===== src/rtl/act_bus_serializer_if.sv =====
// act_bus_serializer_if: wide activation beat in, OUT_LANES-wide chunk stream out
// Signals: in_fixed_data/in_fixed_data_vld/in_ready (wide side), out_data/out_lane_mask/out_chunk_idx/out_vld/out_ready/out_last (chunk side), err_drop (sticky drop flag)
interface act_bus_serializer_if #(
  parameter int BUS_NUM = 64,
  parameter int FIXED_DATA_WIDTH = 8,
  parameter int OUT_LANES = 4
);
  localparam int NUM_CHUNKS = BUS_NUM / OUT_LANES;
  localparam int CW = NUM_CHUNKS > 1 ? $clog2(NUM_CHUNKS) : 1;
  logic [BUS_NUM*FIXED_DATA_WIDTH-1:0] in_fixed_data;
  logic [BUS_NUM-1:0] in_fixed_data_vld;
  logic in_ready;
  logic [OUT_LANES*FIXED_DATA_WIDTH-1:0] out_data;
  logic [OUT_LANES-1:0] out_lane_mask;
  logic [CW-1:0] out_chunk_idx;
  logic out_vld;
  logic out_ready;
  logic out_last;
  logic err_drop;
  modport slave (
    input in_fixed_data, in_fixed_data_vld, out_ready,
    output in_ready, out_data, out_lane_mask, out_chunk_idx, out_vld, out_last, err_drop
  );
  modport master (
    output in_fixed_data, in_fixed_data_vld, out_ready,
    input in_ready, out_data, out_lane_mask, out_chunk_idx, out_vld, out_last, err_drop
  );
endinterface


===== src/rtl/act_bus_serializer.sv =====
// act_bus_serializer: captures one wide activation beat and emits its nonzero OUT_LANES chunks in ascending order
// Ports: clk, rst (async active-high), bus (slave modport of act_bus_serializer_if)
module act_bus_serializer #(
  parameter int BUS_NUM = 64,
  parameter int FIXED_DATA_WIDTH = 8,
  parameter int OUT_LANES = 4
) (
  input logic clk,
  input logic rst,
  act_bus_serializer_if.slave bus
);
  localparam int W = FIXED_DATA_WIDTH;
  localparam int NC = BUS_NUM / OUT_LANES;
  localparam int CW = NC > 1 ? $clog2(NC) : 1;
  localparam int CHW = OUT_LANES * W;
  typedef enum logic {IDLE, SEND} state_t;
  state_t r_state, w_next_state;
  logic [BUS_NUM*W-1:0] r_data, w_in_masked;
  logic [BUS_NUM-1:0] r_vld;
  logic [CW-1:0] r_ptr, w_first, w_next;
  logic [CHW-1:0] w_chunk;
  logic [OUT_LANES-1:0] w_mask;
  logic w_has_next, w_beat, w_send, w_xfer, r_err;
  assign w_beat = |bus.in_fixed_data_vld;
  assign w_send = r_state == SEND;
  assign w_xfer = w_send && bus.out_ready;
  // Invalid lanes are zeroed at capture so the buffer only ever holds presentable data
  always_comb begin
    w_in_masked = '0;
    for (int i = 0; i < BUS_NUM; i++)
      w_in_masked[i*W +: W] = bus.in_fixed_data_vld[i] ? bus.in_fixed_data[i*W +: W] : '0;
  end
  // Descending scans so the last hit is the lowest qualifying chunk
  always_comb begin
    w_first = '0;
    w_next = '0;
    w_has_next = 1'b0;
    w_chunk = '0;
    w_mask = '0;
    for (int c = NC - 1; c >= 0; c--) begin
      if (|bus.in_fixed_data_vld[c*OUT_LANES +: OUT_LANES]) w_first = CW'(c);
      if (CW'(c) > r_ptr && |r_vld[c*OUT_LANES +: OUT_LANES]) begin
        w_next = CW'(c);
        w_has_next = 1'b1;
      end
      if (CW'(c) == r_ptr) begin
        w_chunk = r_data[c*CHW +: CHW];
        w_mask = r_vld[c*OUT_LANES +: OUT_LANES];
      end
    end
  end
  always_ff @(posedge clk or posedge rst) begin
    if (rst) r_state <= IDLE;
    else r_state <= w_next_state;
  end
  always_comb begin
    w_next_state = r_state == IDLE ? (w_beat ? SEND : IDLE) : (w_xfer && !w_has_next ? IDLE : SEND);
  end
  always_ff @(posedge clk or posedge rst) begin
    if (rst) begin
      r_data <= '0;
      r_vld <= '0;
      r_ptr <= '0;
      r_err <= 1'b0;
    end else begin
      if (r_state == IDLE && w_beat) begin
        r_data <= w_in_masked;
        r_vld <= bus.in_fixed_data_vld;
        r_ptr <= w_first;
      end else if (w_xfer && w_has_next) begin
        r_ptr <= w_next;
      end
      if (w_send && w_beat) r_err <= 1'b1;
    end
  end
  assign bus.in_ready = r_state == IDLE && !rst;
  assign bus.out_vld = w_send;
  assign bus.out_data = w_send ? w_chunk : '0;
  assign bus.out_lane_mask = w_send ? w_mask : '0;
  assign bus.out_chunk_idx = r_ptr;
  assign bus.out_last = w_send && !w_has_next;
  assign bus.err_drop = r_err;
endmodule


===== src/flat_wrapper.sv =====
// flat-port wrapper written by rule: the top's interface ports become plain ports
module act_bus_serializer_flat 
#(
  parameter int BUS_NUM = 64,
  parameter int FIXED_DATA_WIDTH = 8,
  parameter int OUT_LANES = 4
)
  (clk, rst, bus_in_fixed_data, bus_in_fixed_data_vld, bus_out_ready, bus_in_ready, bus_out_data, bus_out_lane_mask, bus_out_chunk_idx, bus_out_vld, bus_out_last, bus_err_drop);
  act_bus_serializer_if #(.BUS_NUM(BUS_NUM), .FIXED_DATA_WIDTH(FIXED_DATA_WIDTH), .OUT_LANES(OUT_LANES)) bus_i ();
  input logic clk;
  input logic rst;
  input wire logic [$bits(bus_i.in_fixed_data)-1:0] bus_in_fixed_data;
  input wire logic [$bits(bus_i.in_fixed_data_vld)-1:0] bus_in_fixed_data_vld;
  input wire logic [$bits(bus_i.out_ready)-1:0] bus_out_ready;
  output wire logic [$bits(bus_i.in_ready)-1:0] bus_in_ready;
  output wire logic [$bits(bus_i.out_data)-1:0] bus_out_data;
  output wire logic [$bits(bus_i.out_lane_mask)-1:0] bus_out_lane_mask;
  output wire logic [$bits(bus_i.out_chunk_idx)-1:0] bus_out_chunk_idx;
  output wire logic [$bits(bus_i.out_vld)-1:0] bus_out_vld;
  output wire logic [$bits(bus_i.out_last)-1:0] bus_out_last;
  output wire logic [$bits(bus_i.err_drop)-1:0] bus_err_drop;
  assign bus_i.in_fixed_data = bus_in_fixed_data;
  assign bus_i.in_fixed_data_vld = bus_in_fixed_data_vld;
  assign bus_i.out_ready = bus_out_ready;
  assign bus_in_ready = bus_i.in_ready;
  assign bus_out_data = bus_i.out_data;
  assign bus_out_lane_mask = bus_i.out_lane_mask;
  assign bus_out_chunk_idx = bus_i.out_chunk_idx;
  assign bus_out_vld = bus_i.out_vld;
  assign bus_out_last = bus_i.out_last;
  assign bus_err_drop = bus_i.err_drop;
  act_bus_serializer #(.BUS_NUM(BUS_NUM), .FIXED_DATA_WIDTH(FIXED_DATA_WIDTH), .OUT_LANES(OUT_LANES)) u_core (.clk(clk), .rst(rst), .bus(bus_i));
endmodule

===== config.mk =====
export PLATFORM = sky130hd
export DESIGN_NAME = act_bus_serializer_flat
export DESIGN_NICKNAME = d
export VERILOG_FILES = /design/src/rtl/act_bus_serializer_if.sv /design/src/rtl/act_bus_serializer.sv /design/src/flat_wrapper.sv
export SDC_FILE = /design/constraint.sdc
export NUM_CORES = 1
export LEC_CHECK = 0
export CORE_UTILIZATION = 50
export DETAILED_ROUTE_END_ITERATION = 7
export PLACE_DENSITY = 0.79
export SETUP_SLACK_MARGIN = 0.2
export SLEW_MARGIN = 30
export SYNTH_ARGS = -nofsm -noshare
export SYNTH_HDL_FRONTEND = slang
export SYNTH_SLANG_ARGS = --single-unit

===== constraint.sdc =====
create_clock -name clk -period 41.2 [get_ports clk]
set_input_delay 4.12 -clock clk [delete_from_list [all_inputs] [get_ports clk]]
set_output_delay 4.12 -clock clk [all_outputs]
set_load 0.05 [all_outputs]

## Word-level counts from Yosys, hierarchy flattened

Index checks and enable logic that the tools add are counted.

- Latch bits: 0
- Bits in writable memories: 0
- Bits of input ports: 579
- Logic and storage cells: 248
- ROM bits: 0
- Memories kept: 0
- Bits in registers: 582
- Output and inout port bits: 44

- Muxes and demuxes: 151
- $mul: 0
- $add $sub $neg: 0
- Shifts and indexed selects: 0
- Magnitude comparators: 16
- Bitwise gates (word level): 1
- Reduce and logical (&&, ||, !) cells: 60
- Divide/modulo/power cells: 0
- Equality and inequality tests: 15

Operators with widths:

| operator | count |
|---|---|
| two-way mux 32 bit | 17 |
| two-way mux 8 bit | 64 |
| two-way mux 4 bit | 51 |
| OR reduction 4 bit | 32 |
| OR reduction 64 bit | 1 |
| equality test 4 bit, first input constant | 8 |
| > comparator 4 bit, first input constant | 8 |
| logical AND 1 bit | 23 |
| two-way mux 1 bit | 19 |
| equality test 3 x 4 -> 1 bit, first input constant | 4 |
| > comparator 3 x 4 -> 1 bit, first input constant | 4 |
| equality test 2 x 4 -> 1 bit, first input constant | 2 |
| > comparator 1 x 4 -> 1 bit, first input constant | 2 |
| > comparator 2 x 4 -> 1 bit, first input constant | 2 |
| equality test 1 x 4 -> 1 bit, first input constant | 1 |
| zero test 4 bit | 1 |
| zero test 1 bit | 2 |
| nonzero test 2 bit | 1 |
| NOT 1 bit | 1 |

## Logic depth before layout (Yosys ltp)

Gate-level depths: netlist of run 1.

- Depth in word-level cells: 22
- Depth in mapped cells: 13
- Mapped depth without buffers: 7

## Worst setup path before layout of run 1

No wires, ideal clock.

- Path type: input-to-output
- Start: input rst
- End: output bus_in_ready
- Required time: 37,080 ps
- Setup slack: 32,315 ps
- Stages on the path: 1
- Path buffers: 0
- Arrival time: 4,765 ps
- Cell sequence: nor2_1

- Word-level cells in the longest chain between the ends: 2

RTL lines:

| element | line | text |
|---|---|---|
| start, declared | flat_wrapper.sv:11 | `input logic rst;` |
| zero test 1 bit (no line) | n/a |  |
| logical AND 1 bit | act_bus_serializer.sv:76 | `assign bus.in_ready = r_state == IDLE && !rst;` |
| end, declared | flat_wrapper.sv:15 | `output wire logic [$bits(bus_i.in_ready)-1:0] bus_in_ready;` |

No other way between the ends.

## Final worst setup path of run 1

Same ends and word-level chain as after synthesis.

==> results of run 1 <==
routing by layer:
layer	wire, µm	share of wire (%)	up-vias
met1	43800	40	12900
met4	5800	5.3	6
met5	43	0.039	-
met2	49500	45	1570
met3	11300	10	240
li1	-	-	12100
Yosys cell counts, types with 35 or more instances:
| master | instances | share of area (%) |
|---|---|---|
| buf_2 | 36 | 0.64 |
| nor2_1 | 119 | 1.6 |
| o21ai_0 | 539 | 9.6 |
| buf_1 | 35 | 0.47 |
| a221oi_1 | 44 | 1.4 |
| o21ai_1 | 69 | 1.2 |
| buf_4 | 36 | 0.96 |
| clkbuf_1 | 157 | 2.1 |
| mux2_2 | 88 | 3.5 |
| a22oi_1 | 80 | 2.1 |
| dfrtp_1 | 582 | 52 |
| a21oi_1 | 95 | 1.7 |
| nand2_1 | 1069 | 14 |
power by group through the flow:
| stage | logic, mW | registers [mW] | clock network (mW) |
|---|---|---|---|
| after floorplan | 0.436 | 0.631 | 0 |
| after global placement | 0.744 | 0.648 | 0 |
| after detailed placement | 0.746 | 0.649 | 0 |
| after CTS | 0.750 | 0.639 | 0.562 |
| after global routing | 0.796 | 0.644 | 0.584 |
| final | 0.771 | 0.641 | 0.562 |
worst paths after layout:
path                                                           end                                    start
setup / recovery                                      bus_in_ready                                      rst
hold / removal                     u_core.bus.err_drop$_DFFE_PP0P_          u_core.bus.err_drop$_DFFE_PP0P_
setup reg to reg           u_core.bus.out_chunk_idx[0]$_DFFE_PP0P_  u_core.bus.out_chunk_idx[1]$_DFFE_PP0P_
hold reg to reg                    u_core.bus.err_drop$_DFFE_PP0P_          u_core.bus.err_drop$_DFFE_PP0P_
max in group asynchronous           u_core.r_data[409]$_DFFE_PP0P_                                      rst
min in group asynchronous            u_core.r_data[68]$_DFFE_PP0P_                                      rst
through the flow:
stage / cell area (µm²) / std cells / worst slack (ns) / utilization [%] / power (mW)
2_1_floorplan: 28200 / 3268 / 20.80 / - / 1.07
3_3_place_gp: 34400 / 4391 / 31.48 / 62.0 / 1.39
3_5_place_dp: 34400 / 4393 / 31.46 / 62.2 / 1.39
4_1_cts: 36500 / 4506 / 31.46 / 65.8 / 1.95
5_1_grt: 36500 / 4516 / 31.41 / 65.9 / 2.02
6_report: 36500 / 4517 / 31.47 / 65.9 / 1.97
worst max-delay path, stage by stage:
cell	delay, ns
clkdlybuf4s50_1	0.52
nor2_1	0.15
clkdlybuf4s50_1	0.82
cell type report:
type | count | area share, %
antenna | 10 | 0.0685
clock buffer | 94 | 4.98
clock inverter | 19 | 0.531
inverter | 12 | 0.158
multi-input combinational | 2393 | 33.7
sequential | 582 | 39.9
tap | 748 | 2.56
timing repair buffer | 659 | 18.1
flip-flops by register name (all words and copies together), names as in the netlist:
name,cells
u_core.bus.err_drop,1
u_core.bus.out_chunk_idx,4
u_core.bus.out_vld,1
u_core.r_data,512
u_core.r_vld,64
cells by family after synthesis:
kind of cell               Yosys count
AOI/OAI and AO/OA                  956
adders and majority gates            1
muxes                              112
buffers and inverters              293
and+or+nand+nor                   1324
DFF                                582
==> impl_metrics.tcl, run 1 <==
set metrics [dict create \
    numCtsBuffers 60 \
    hpwlAfterDp_um 80700 \
    timing.final.crit_share_pct 23.6 \
    syn_nets 3847 \
    synth_edf_count 0 \
    gr-usage-met1_pct 53.4 \
    synth_ff_type "dfrtp_1" \
    grt_usage_pct 38.0 \
    synth.avg_cell_area_um2 8.62 \
    seqPwrFrac_pct 32.5 \
    vias 26900 \
    finalCriticalPeriod_ns 9.73 \
    clock-sinks 582 \
    ys_types 64 \
    die_area_um2 57300 \
    worstPathRequired_ns 37.08 \
    regToRegSetupSlack_ns 37.39 \
    portBuffers 622 \
    start_kind "input pin" \
    seq_area_frac_synth_pct 51.7 \
    final_common_cell "nand2_1" \
    p_leak_nw 15.8 \
    synth_xor_area_share_pct 0 \
    cap_violations 0 \
    switching_share_pct 40.4 \
    worst_pin_slew_ns 1.03 \
    cts_setup_buffers 0 \
    cts_tree "done" \
    io_pins 623 \
    cts_resized 0 \
    fin_setup_tns_ns 0 \
    clk_path_buf_depth 3 \
    synth-compound-area-share_pct 19.7 \
    clock_skew_ns 0.0311 \
    ff_latch_area_um2 14600 \
    post_drt_wl_per_cell_um 24.5 \
    clockRootBuffer "clkbuf_16" \
    use_met3_pct 7.05 \
    yosys_warnings 0 \
    path_clk_slew_ns 0.06 \
    p_comb_share_pct 39.1 \
    grt_pass1_vias 24700 \
    multiInputGateArea_um2 12300 \
    start_util_pct 50.9 \
    intPower_mw 1.18 \
    holdPathStages 1 \
    drcViolationCount 0 \
    max_slew_margin_pct 30.5 \
    rsz0062_at_grt "false" \
    clkPwrFrac_pct 28.5 \
    max_freq_ghz 0.103 \
    synthAdderAreaFrac_pct 0.0355 \
    nNetsFinal 4287 \
    muxShareOfSynthArea_pct 4.96 \
    path_class "in2out" \
    place.gp.congestion 0.960 \
    h-tree-depth 2 \
    grt_pass1_wl_um 159000 \
    critPathMaxFanout 2 \
    grt.met2_usage_pct 56.5 \
    finalHoldViolCount 0 \
    antenna_found_initial 12 \
    synth-simple-area-share_pct 18.8 \
    die_h_um 239 \
    area_growth_pct 29.6 \
    first_iter_violations 3447 \
    arrival_ns 5.61 \
    synthCells 3268 \
    hold_ws_ns 0.458 \
    drtPass1Iterations 7 \
    nFillCells 4597 \
    hold_class "reg2reg" \
    async_flop_share_pct 100 \
    slew_violations 0 \
    insertion_delay_ns 0.65 \
    core_region_area_um2 55400 \
    ctsHoldBuffers 0 \
    synth_top_family_by_area "compound AO/OA/AOI/OAI gates" \
    synth-seq-cells 582 \
    endpoint_kind "output pin" \
    p_switching_mw 0.798 \
    grt_max_degree 191 \
    gr-total-overflow 0 \
    reg2reg_depth 8 \
    synth_area_um2 28200 \
    setup_viol 0 \
    peakVddDrop_mv 0.152 \
    layout-drive-gt1-share_pct 6.86 \
    rows 86 \
    p_per_area_nw_per_um2 54.0 \
    layout_common_cells "1067 x nand2_1, 622 x clkdlybuf4s50_1, 580 x dfrtp_1" \
    antenna_left 0 \
    routed_via_density 5.95 \
    busiest_layer "met2" \
    finalWirelength_um 110000 \
    die_w_um 239 \
    status "finished clean" \
]
No activity file was read; power rests on OpenSTA's default activity.
==> run 2: changes to the inputs <==
==> constraint.sdc (replaced) <==
create_clock -name clk -period 9.8 [get_ports clk]
set_input_delay 0.98 -clock clk [delete_from_list [all_inputs] [get_ports clk]]
set_output_delay 0.98 -clock clk [all_outputs]
set_load 0.05 [all_outputs]
==> impl_metrics.tcl, run 2 (synthesized netlist as in run 1, its figures left out) <==
set metrics [dict create \
    endpoint_kind "output pin" \
    area_growth_pct 29.9 \
    numCtsBuffers 59 \
    peakVddDrop_mv 0.352 \
    fin_total_pwr_mw 8.22 \
    setup_viol 0 \
    first_iter_violations 3796 \
    drtPass1Iterations 6 \
    finalWirelength_um 113000 \
    worst_pin_slew_ns 1.08 \
    layout_common_cells "1067 x nand2_1, 622 x clkdlybuf4s50_1, 580 x dfrtp_1" \
    max_freq_ghz 0.155 \
    grt_pass1_vias 25400 \
    hpwlAfterDp_um 82900 \
    clock-sinks 582 \
    grt_usage_pct 39.1 \
    critPathMaxFanout 60 \
    hold_class "reg2reg" \
    stdcell_count 4526 \
    hold_ws_ns 0.459 \
    antenna_left 0 \
    nNetsFinal 4298 \
    place_ws_ns 4.23 \
    grt_max_degree 272 \
    h-tree-depth 2 \
    clockRootBuffer "clkbuf_16" \
    layout-drive-gt1-share_pct 7.14 \
    cts_setup_buffers 0 \
    worst_slack_ns 3.36 \
    vias 27000 \
    cts_resized 0 \
    finalCriticalPeriod_ns 6.44 \
    path_class "reg2out" \
    gr-total-overflow 0 \
    die_h_um 239 \
    antenna_found_initial 16 \
    finalHoldViolCount 0 \
    core_region_area_um2 55400 \
    ctsHoldBuffers 0 \
    drcViolationCount 0 \
    clock_skew_ns 0.0200 \
    cts_tree "done" \
    max_slew_margin_pct 27.6 \
    fin_setup_tns_ns 0 \
    placed_cells 4402 \
    arrival_ns 5.46 \
    start_util_pct 50.9 \
    place.gp.congestion 0.976 \
    path_clk_slew_ns 0.07 \
    rows 86 \
    die_w_um 239 \
    clk_path_buf_depth 3 \
    final_common_cell "nand2_1" \
    grt_pass1_wl_um 164000 \
    largest_reg_flops 512 \
    start_kind "register" \
    cap_violations 0 \
    post_drt_wl_per_cell_um 24.9 \
    portBuffers 622 \
    top_register "u_core.r_data" \
    nFillCells 4618 \
    p_per_area_nw_per_um2 225 \
    io_pins 623 \
    insertion_delay_ns 0.64 \
    p_leak_nw 15.9 \
    routed_via_density 5.97 \
    die_area_um2 57300 \
    slew_violations 0 \
    worstPathRequired_ns 8.82 \
    status "finished clean" \
    timing.final.crit_share_pct 65.7 \
    rsz0062_at_grt "false" \
]
-- run 2: worst max-delay path, cell delays in order, from the launching register on --
cell	delay [ns]
dfrtp_4	1.01
buf_4	0.63
nor2b_4	0.30
a22oi_1	0.47
o22a_1	0.21
nand4_1	0.32
a221oi_1	0.84
nor3_1	0.21
clkdlybuf4s50_1	0.76
-- run 2: stage by stage --
stage          area (µm²)  utilization (%)
3_5_place_dp        34500             62.3
3_3_place_gp        34500             62.2
5_1_grt             36600             66.1
4_1_cts             36500             65.8
2_1_floorplan       28200                -
6_report            36600             66.1
-- run 2: final cells by class --
| class | instances | area [µm²] | share of cell area [%] |
|---|---|---|---|
| sequential | 582 | 14600 | 39.8 |
| multi-input combinational | 2393 | 12300 | 33.6 |
| timing repair buffer | 671 | 6750 | 18.4 |
| clock buffer | 89 | 1760 | 4.80 |
| tap | 748 | 936 | 2.56 |
| clock inverter | 21 | 205 | 0.560 |
| inverter | 12 | 48.8 | 0.133 |
| antenna | 10 | 25.0 | 0.0683 |
-- run 2: report_power, final --
group / leakage [nW] / internal (mW) / switching [mW]
clock: 0.965 / 1.32 / 0.999
combinational: 7.51 / 1.06 / 2.16
sequential: 7.41 / 2.53 / 0.156
total: 15.9 / 4.91 / 3.31
-- run 2: routing by layer --
layer / up-vias / wire, µm / GRT usage, % / part of all wire [%]
li1: 12100 / - / - / -
met2: 1536 / 50300 / 58.2 / 45
met3: 271 / 12600 / 10.7 / 11
met1: 13100 / 43600 / 52.6 / 39
met5: - / 79 / 0 / 0.070
met4: 12 / 6200 / 19.8 / 5.5
-- run 2: path summary, 6_finish.rpt --
check | from | endpoint | slack [ns] | depth (start not counted)
worst max-delay path | u_core.bus.out_chunk_idx[0]$_DFFE_PP0P_ | bus_out_data[22] | 3.36 | 8
worst min-delay path | u_core.bus.err_drop$_DFFE_PP0P_ | u_core.bus.err_drop$_DFFE_PP0P_ | 0.46 | 1
worst max register to register | u_core.bus.out_chunk_idx[1]$_DFFE_PP0P_ | u_core.bus.out_chunk_idx[0]$_DFFE_PP0P_ | 5.97 | 9
worst min register to register | u_core.bus.err_drop$_DFFE_PP0P_ | u_core.bus.err_drop$_DFFE_PP0P_ | 0.46 | 1
max in group asynchronous | rst | u_core.r_data[197]$_DFFE_PP0P_ | 6.84 | 5
min in group asynchronous | rst | u_core.r_data[64]$_DFFE_PP0P_ | 0.81 | 2
